==> src/rtl/cache_types.sv <==
// rtl/cache_types.sv - shared state type and line/beat geometry for the cacheline adapter
package cache_types;

    typedef enum logic [2:0] {
        IDLE,
        RD_REQ,
        RD_DATA,
        WR_BURST,
        RESP,
        DONE
    } adapter_state_t;

    localparam int LINE_BITS = 256;
    localparam int BEAT_BITS = 64;
    localparam int BURST_LEN = LINE_BITS / BEAT_BITS;

endpackage

==> src/rtl/cacheline_adapter.sv <==
// rtl/cacheline_adapter.sv - cache dfp line request to 4-beat bmem burst converter
// Optional CACHELINE_ADAPTER_RADDR_CHECK_EN: drop read beats whose bmem_raddr does not match the burst base.
module cacheline_adapter
    import cache_types::*;
#(
    parameter int ADDR_WIDTH = 32,
    parameter int LINE_WIDTH = LINE_BITS,
    parameter int BEAT_WIDTH = BEAT_BITS
) (
    input  logic                  clk,
    input  logic                  rst,
    input  logic [ADDR_WIDTH-1:0] dfp_addr,
    input  logic                  dfp_read,
    input  logic                  dfp_write,
    input  logic [LINE_WIDTH-1:0] dfp_wdata,
    output logic [LINE_WIDTH-1:0] dfp_rdata,
    output logic                  dfp_resp,
    output logic [ADDR_WIDTH-1:0] bmem_addr,
    output logic                  bmem_read,
    output logic                  bmem_write,
    output logic [BEAT_WIDTH-1:0] bmem_wdata,
    input  logic                  bmem_ready,
    input  logic [ADDR_WIDTH-1:0] bmem_raddr,
    input  logic [BEAT_WIDTH-1:0] bmem_rdata,
    input  logic                  bmem_rvalid
);

    localparam int OFFSET_BITS = $clog2(LINE_WIDTH / 8);
    localparam int CNT_BITS    = $clog2(LINE_WIDTH / BEAT_WIDTH);
    localparam logic [CNT_BITS-1:0] LAST_BEAT = CNT_BITS'(LINE_WIDTH / BEAT_WIDTH - 1);

    adapter_state_t        state;
    adapter_state_t        state_next;
    logic [CNT_BITS-1:0]   beat_cnt;
    logic [LINE_WIDTH-1:0] line_buf;
    logic [ADDR_WIDTH-1:0] base_addr;
    logic                  raddr_ok;
    logic                  rd_beat;
    logic                  wr_beat;

`ifdef CACHELINE_ADAPTER_RADDR_CHECK_EN
    logic unused_bits;
    assign unused_bits = ^dfp_addr[OFFSET_BITS-1:0];
    assign raddr_ok    = (bmem_raddr == base_addr);

    always_ff @(posedge clk) begin
        if (!rst && state == RD_DATA && bmem_rvalid) begin
            assert (raddr_ok)
            else $error("cacheline_adapter: dropped read beat, raddr %h base %h", bmem_raddr, base_addr);
        end
    end
`else
    logic unused_bits;
    assign unused_bits = ^{bmem_raddr, dfp_addr[OFFSET_BITS-1:0]};
    assign raddr_ok    = 1'b1;
`endif

    assign rd_beat    = (state == RD_DATA) && bmem_rvalid && raddr_ok;
    assign wr_beat    = (state == WR_BURST) && bmem_ready;
    assign bmem_addr  = base_addr;
    assign bmem_wdata = line_buf[int'(beat_cnt) * BEAT_WIDTH +: BEAT_WIDTH];
    assign dfp_rdata  = line_buf;

    always_ff @(posedge clk) begin
        if (rst) begin
            state <= IDLE;
        end else begin
            state <= state_next;
        end
    end

    always_comb begin
        state_next = state;
        dfp_resp   = 1'b0;
        bmem_read  = 1'b0;
        bmem_write = 1'b0;
        case (state)
            IDLE: begin
                if (dfp_write) begin
                    state_next = WR_BURST;
                end else if (dfp_read) begin
                    state_next = RD_REQ;
                end
            end
            RD_REQ: begin
                bmem_read = 1'b1;
                if (bmem_ready) begin
                    state_next = RD_DATA;
                end
            end
            RD_DATA: begin
                if (rd_beat && beat_cnt == LAST_BEAT) begin
                    state_next = RESP;
                end
            end
            WR_BURST: begin
                bmem_write = 1'b1;
                if (wr_beat && beat_cnt == LAST_BEAT) begin
                    state_next = RESP;
                end
            end
            RESP: begin
                dfp_resp   = 1'b1;
                state_next = DONE;
            end
            // DONE deliberately ignores a still-held request so it cannot retrigger
            DONE: begin
                state_next = IDLE;
            end
            default: begin
                state_next = IDLE;
            end
        endcase
    end

    always_ff @(posedge clk) begin
        if (rst || state == IDLE) begin
            beat_cnt <= '0;
        end else if (rd_beat || wr_beat) begin
            beat_cnt <= beat_cnt + 1'b1;
        end
    end

    // Line buffer and base are not reset; a request reloads them before use
    always_ff @(posedge clk) begin
        if (state == IDLE) begin
            base_addr <= {dfp_addr[ADDR_WIDTH-1:OFFSET_BITS], {OFFSET_BITS{1'b0}}};
            if (dfp_write) begin
                line_buf <= dfp_wdata;
            end
        end else if (rd_beat) begin
            line_buf[int'(beat_cnt) * BEAT_WIDTH +: BEAT_WIDTH] <= bmem_rdata;
        end
    end

endmodule

==> config.mk <==
export PLATFORM = sky130hd
export DESIGN_NAME = cacheline_adapter
export DESIGN_NICKNAME = d
export VERILOG_FILES = /design/src/rtl/cache_types.sv /design/src/rtl/cacheline_adapter.sv
export SDC_FILE = /design/constraint.sdc
export NUM_CORES = 1
export LEC_CHECK = 0
export ABC_AREA = 1
export BUFFER_PORTS_ARGS = -buffer_cell sky130_fd_sc_hd__buf_2
export CAP_MARGIN = 40
export CORE_AREA = 2 2 286 288
export CTS_BUF_LIST = sky130_fd_sc_hd__clkbuf_2 sky130_fd_sc_hd__clkbuf_4 sky130_fd_sc_hd__clkbuf_8
export DETAILED_ROUTE_END_ITERATION = 8
export DIE_AREA = 0 0 288 290
export GPL_TIMING_DRIVEN = 0
export PLACE_DENSITY_LB_ADDON = 0.3
export SLEW_MARGIN = 40
export SYNTH_ARGS = -nofsm -noshare
export SYNTH_HDL_FRONTEND = slang
export SYNTH_SLANG_ARGS = --single-unit
==> constraint.sdc <==
create_clock -name clk -period 4.9 [get_ports clk]
set_clock_uncertainty 0.05 [all_clocks]
set_input_delay 0.735 -clock clk [delete_from_list [all_inputs] [get_ports clk]]
set_output_delay 0.735 -clock clk [all_outputs]
set_load 0.01 [all_outputs]
==> summary.txt <==
Floorplanning
  – Die boundary height: a little under 300 um
  – Die outline width: roughly 290 um
  – Top-Level Pins: about 750
  – Number of rows in the core area: around 100
  – Starting density of the core: 17.3%
  – Area of the core: about 80000 um^2
  – Die area: 83500 um^2

CTS
  – Number of gates resized after CTS: 0
  – CTS Hold Buffers Added: 0
  – Number of buffers on the longest clock path: 3
  – Clock root buffer: sky130_fd_sc_hd__clkbuf_8
  – Register clock-pin slew on the reported worst setup and hold paths: roughly 0.06 ns
  – CTS H-Tree Depth: 2
  – Clock latency on the worst-skew pair: ~0.64 ns
  – Count of buffers added by post-CTS timing repair for setup: 0
  – CTS tree: yes
  – Clock Sinks: 288
  – Number of buffers created by CTS: 55

Worst setup path
  – Critical Setup Path Class: flip-flop to output port
  – Biggest cell delay along the critical path: approximately 0.52 ns
  – Crit-path max FO: 10
  – Critical Path Most Common Cell: sky130_fd_sc_hd__buf_2
  – Cell type of the slowest stage on the worst timing path: sky130_fd_sc_hd__dfxtp_1
  – Worst endpoint data arrival time: 3.11 ns
  – Kind of end point of the critical path: output port
  – Worst endpoint required time: ~4 ns
  – Critical path cell sequence: buf_2 > clkbuf_2 > o21ai_0 > o22ai_1 > buf_2
  – Critical Path Source Type: flip-flop

Timing
  – Fraction of the cycle the final worst path needs: between 70% and 80%
  – Peak clock frequency supported by timing: ~260 MHz
  – Final Hold Viols: 0
  – Unrepaired setup endpoints after global routing: false
  – Transition time of the tightest slew-check pin: 0.874 ns
  – Total setup violations reported at the end of the flow: 0
  – Worst slew margin: about two fifths
  – Count of final max-slew check failures: 0
  – Crit path time final: a little under 4 ns

Final layout
  – Area overhead of the layout relative to synthesis: 47.0%
  – Total number of nets in the final design: between 2000 and 3000
  – Fillcell total: approximately 9000
  – Share of cells above drive strength 1: about two fifths
  – Share of the core filled with cells in the final layout: between 20 and 30%
  – Post-Layout Cell Count: between 3000 and 4000

Flow run
  – Max capacitance violation total: 0

Outcome
  – Result of the run: finished clean

Drt
  – Violation count after the first detailed-route iteration: around 1000
  – Number of DRC violations after detailed routing: 0
  – Vias per std cell: around 4.4
  – Post-route ant nets: 0
  – Number of optimization iterations in the first detailed-route pass: 5
  – Via count: approximately 15000
  – Average detailed-routed wire length per instance: approximately 25 um
  – Drt total wl: 83900 um

Place
  – GP Congestion: about 0.85
  – Half-perimeter wire length after detailed placement: ~65000 um
  – Cell count after placement: ~3200
  – Count of input and output buffers: between 700 and 800

Synthesis
  – Syn Inst Count: 1430
  – Count of state elements after synthesis: between 200 and 300
  – Per-instance average area after synthesis: just under 10 um^2
  – Combined area of all synthesized cells: 13800 um^2
  – Seq/Total Area, Yosys: approximately 62%
  – Yosys warns: 0
  – Post-synthesis cell type count: 24

Global routing
  – Global-route wire length before repair: 113000 um
  – Antenna violations before repair: 27
  – Overall Global Routing Usage: about a fifth
  – Maximum number of pins on one net before global-route repair: 37
  – Via count of the first global-routing pass: 14900
  – Remaining global-route overflow: 0

Power and ir drop
  – Leakage power figure: approximately 8.5 nW
  – Power Dens Cells: 755 nW/um^2
  – Worst vdd rail ir drop: roughly 390 uV

Hold path
  – Path class of the lowest-slack min-delay path: input pin to flip-flop
==> state kept, by name, indices dropped and copies added, names as in the netlist <==
signal and count:
dfp_rdata 256, bmem_addr 27, state 3, beat_cnt 2
==> cells in the final DEF, fill, tap and decap left out, types with 45 or more instances in the layout <==
cell | synthesis | routed
sky130_fd_sc_hd__o22ai_1 | 64 | 64
sky130_fd_sc_hd__buf_2 | 38 | 740
sky130_fd_sc_hd__o21ai_0 | 342 | 342
sky130_fd_sc_hd__edfxtp_1 | 283 | 283
sky130_fd_sc_hd__nor2_1 | 142 | 139
sky130_fd_sc_hd__clkbuf_8 | 0 | 57
sky130_fd_sc_hd__nand2_1 | 397 | 397
sky130_fd_sc_hd__clkbuf_1 | 49 | 46
sky130_fd_sc_hd__o21ai_1 | 45 | 45
==> where the power goes <==
part / total [W] / internal (W) / switching, W
Sequential: 0.00502 / 0.00442 / 0.000603
Clock: 0.00250 / 0.00136 / 0.00114
Combinational: 0.00784 / 0.00249 / 0.00535
==> metal layers <==
| metal | global-route usage (%) | up-vias | share of wire [%] |
|---|---|---|---|
| li1 | - | 6656 | - |
| met1 | 22.0 | 7151 | 38 |
| met2 | 33.4 | 749 | 49 |
| met3 | 6.34 | 152 | 9.6 |
| met4 | 6.07 | 26 | 2.8 |
| met5 | 0 | - | 0.20 |
==> cell type report <==
cell class	count	area (um^2)	share of cell area, %
flip-flops and latches	288	8600	42.3
multi-input cells	1021	4640	22.8
repair buffers	726	4010	19.7
well taps	1060	1330	6.52
clock buffers	75	920	4.52
plain buffers	113	607	2.98
clock inverters	24	173	0.849
inverters	12	45.0	0.221
diodes	13	32.5	0.160
==> path summary, 6_finish.rpt <==
kind                start             end  slack, ns  cells after the start
max           beat_cnt[0]  bmem_wdata[60]       1.00                      5
min          dfp_addr[27]   bmem_addr[27]       0.22                      1
max reg2reg   beat_cnt[1]   dfp_rdata[40]       1.05                      8
min reg2reg      state[0]        state[1]       0.59                      2
==> cell families after synthesis <==
group	Yosys count	synth area share, %
simple gates	554	15.5
other cells	1	0.0271
compound gates	456	17.1
fa+ha+maj	6	0.543
flops	288	62.1
buf+inv	125	4.68
==> per-stage QoR <==
step | power [W] | hold WS, ns | TNS [ns] | setup WS, ns | instance area, um^2
2_1_floorplan | 0.00846 | 0.529 | 0 | 0.0190 | 13900
3_3_place_gp | 0.0120 | 0.578 | -1018.93 | -4.81 | 18700
3_5_place_dp | 0.0130 | 0.573 | 0 | 0.965 | 19200
4_1_cts | 0.0155 | 0.147 | 0 | 0.862 | 20300
5_1_grt | 0.0162 | 0.166 | 0 | 0.799 | 20300
6_report | 0.0154 | 0.216 | 0 | 1.00 | 20300
==> cells in the mapped netlist (all sizes together) <==
| cell | count | share of area, % |
|---|---|---|
| nand4 | 2 | 0.14 |
| nand3 | 9 | 0.51 |
| ha | 6 | 0.54 |
| edfxtp | 283 | 61 |
| clkbuf | 49 | 1.3 |
| nand2 | 397 | 11 |
| dfxtp | 5 | 0.72 |
| buf | 64 | 3.0 |
| o22ai | 64 | 2.9 |
| a21boi | 1 | 0.054 |
| inv | 12 | 0.33 |
| nor3 | 1 | 0.036 |
| o21ai | 387 | 14 |
| nor2 | 145 | 4.1 |
| conb | 1 | 0.027 |
| a21oi | 4 | 0.14 |
==> worst max-delay path: cells and delay by family, from the launching register on <==
family | cells | cell delay [ns]
AO/OA/AOI/OAI | 2 | 0.74
buffers and inverters | 3 | 1.17
flip-flops | 1 | 0.52
No activity file was read; power rests on OpenSTA's default activity.
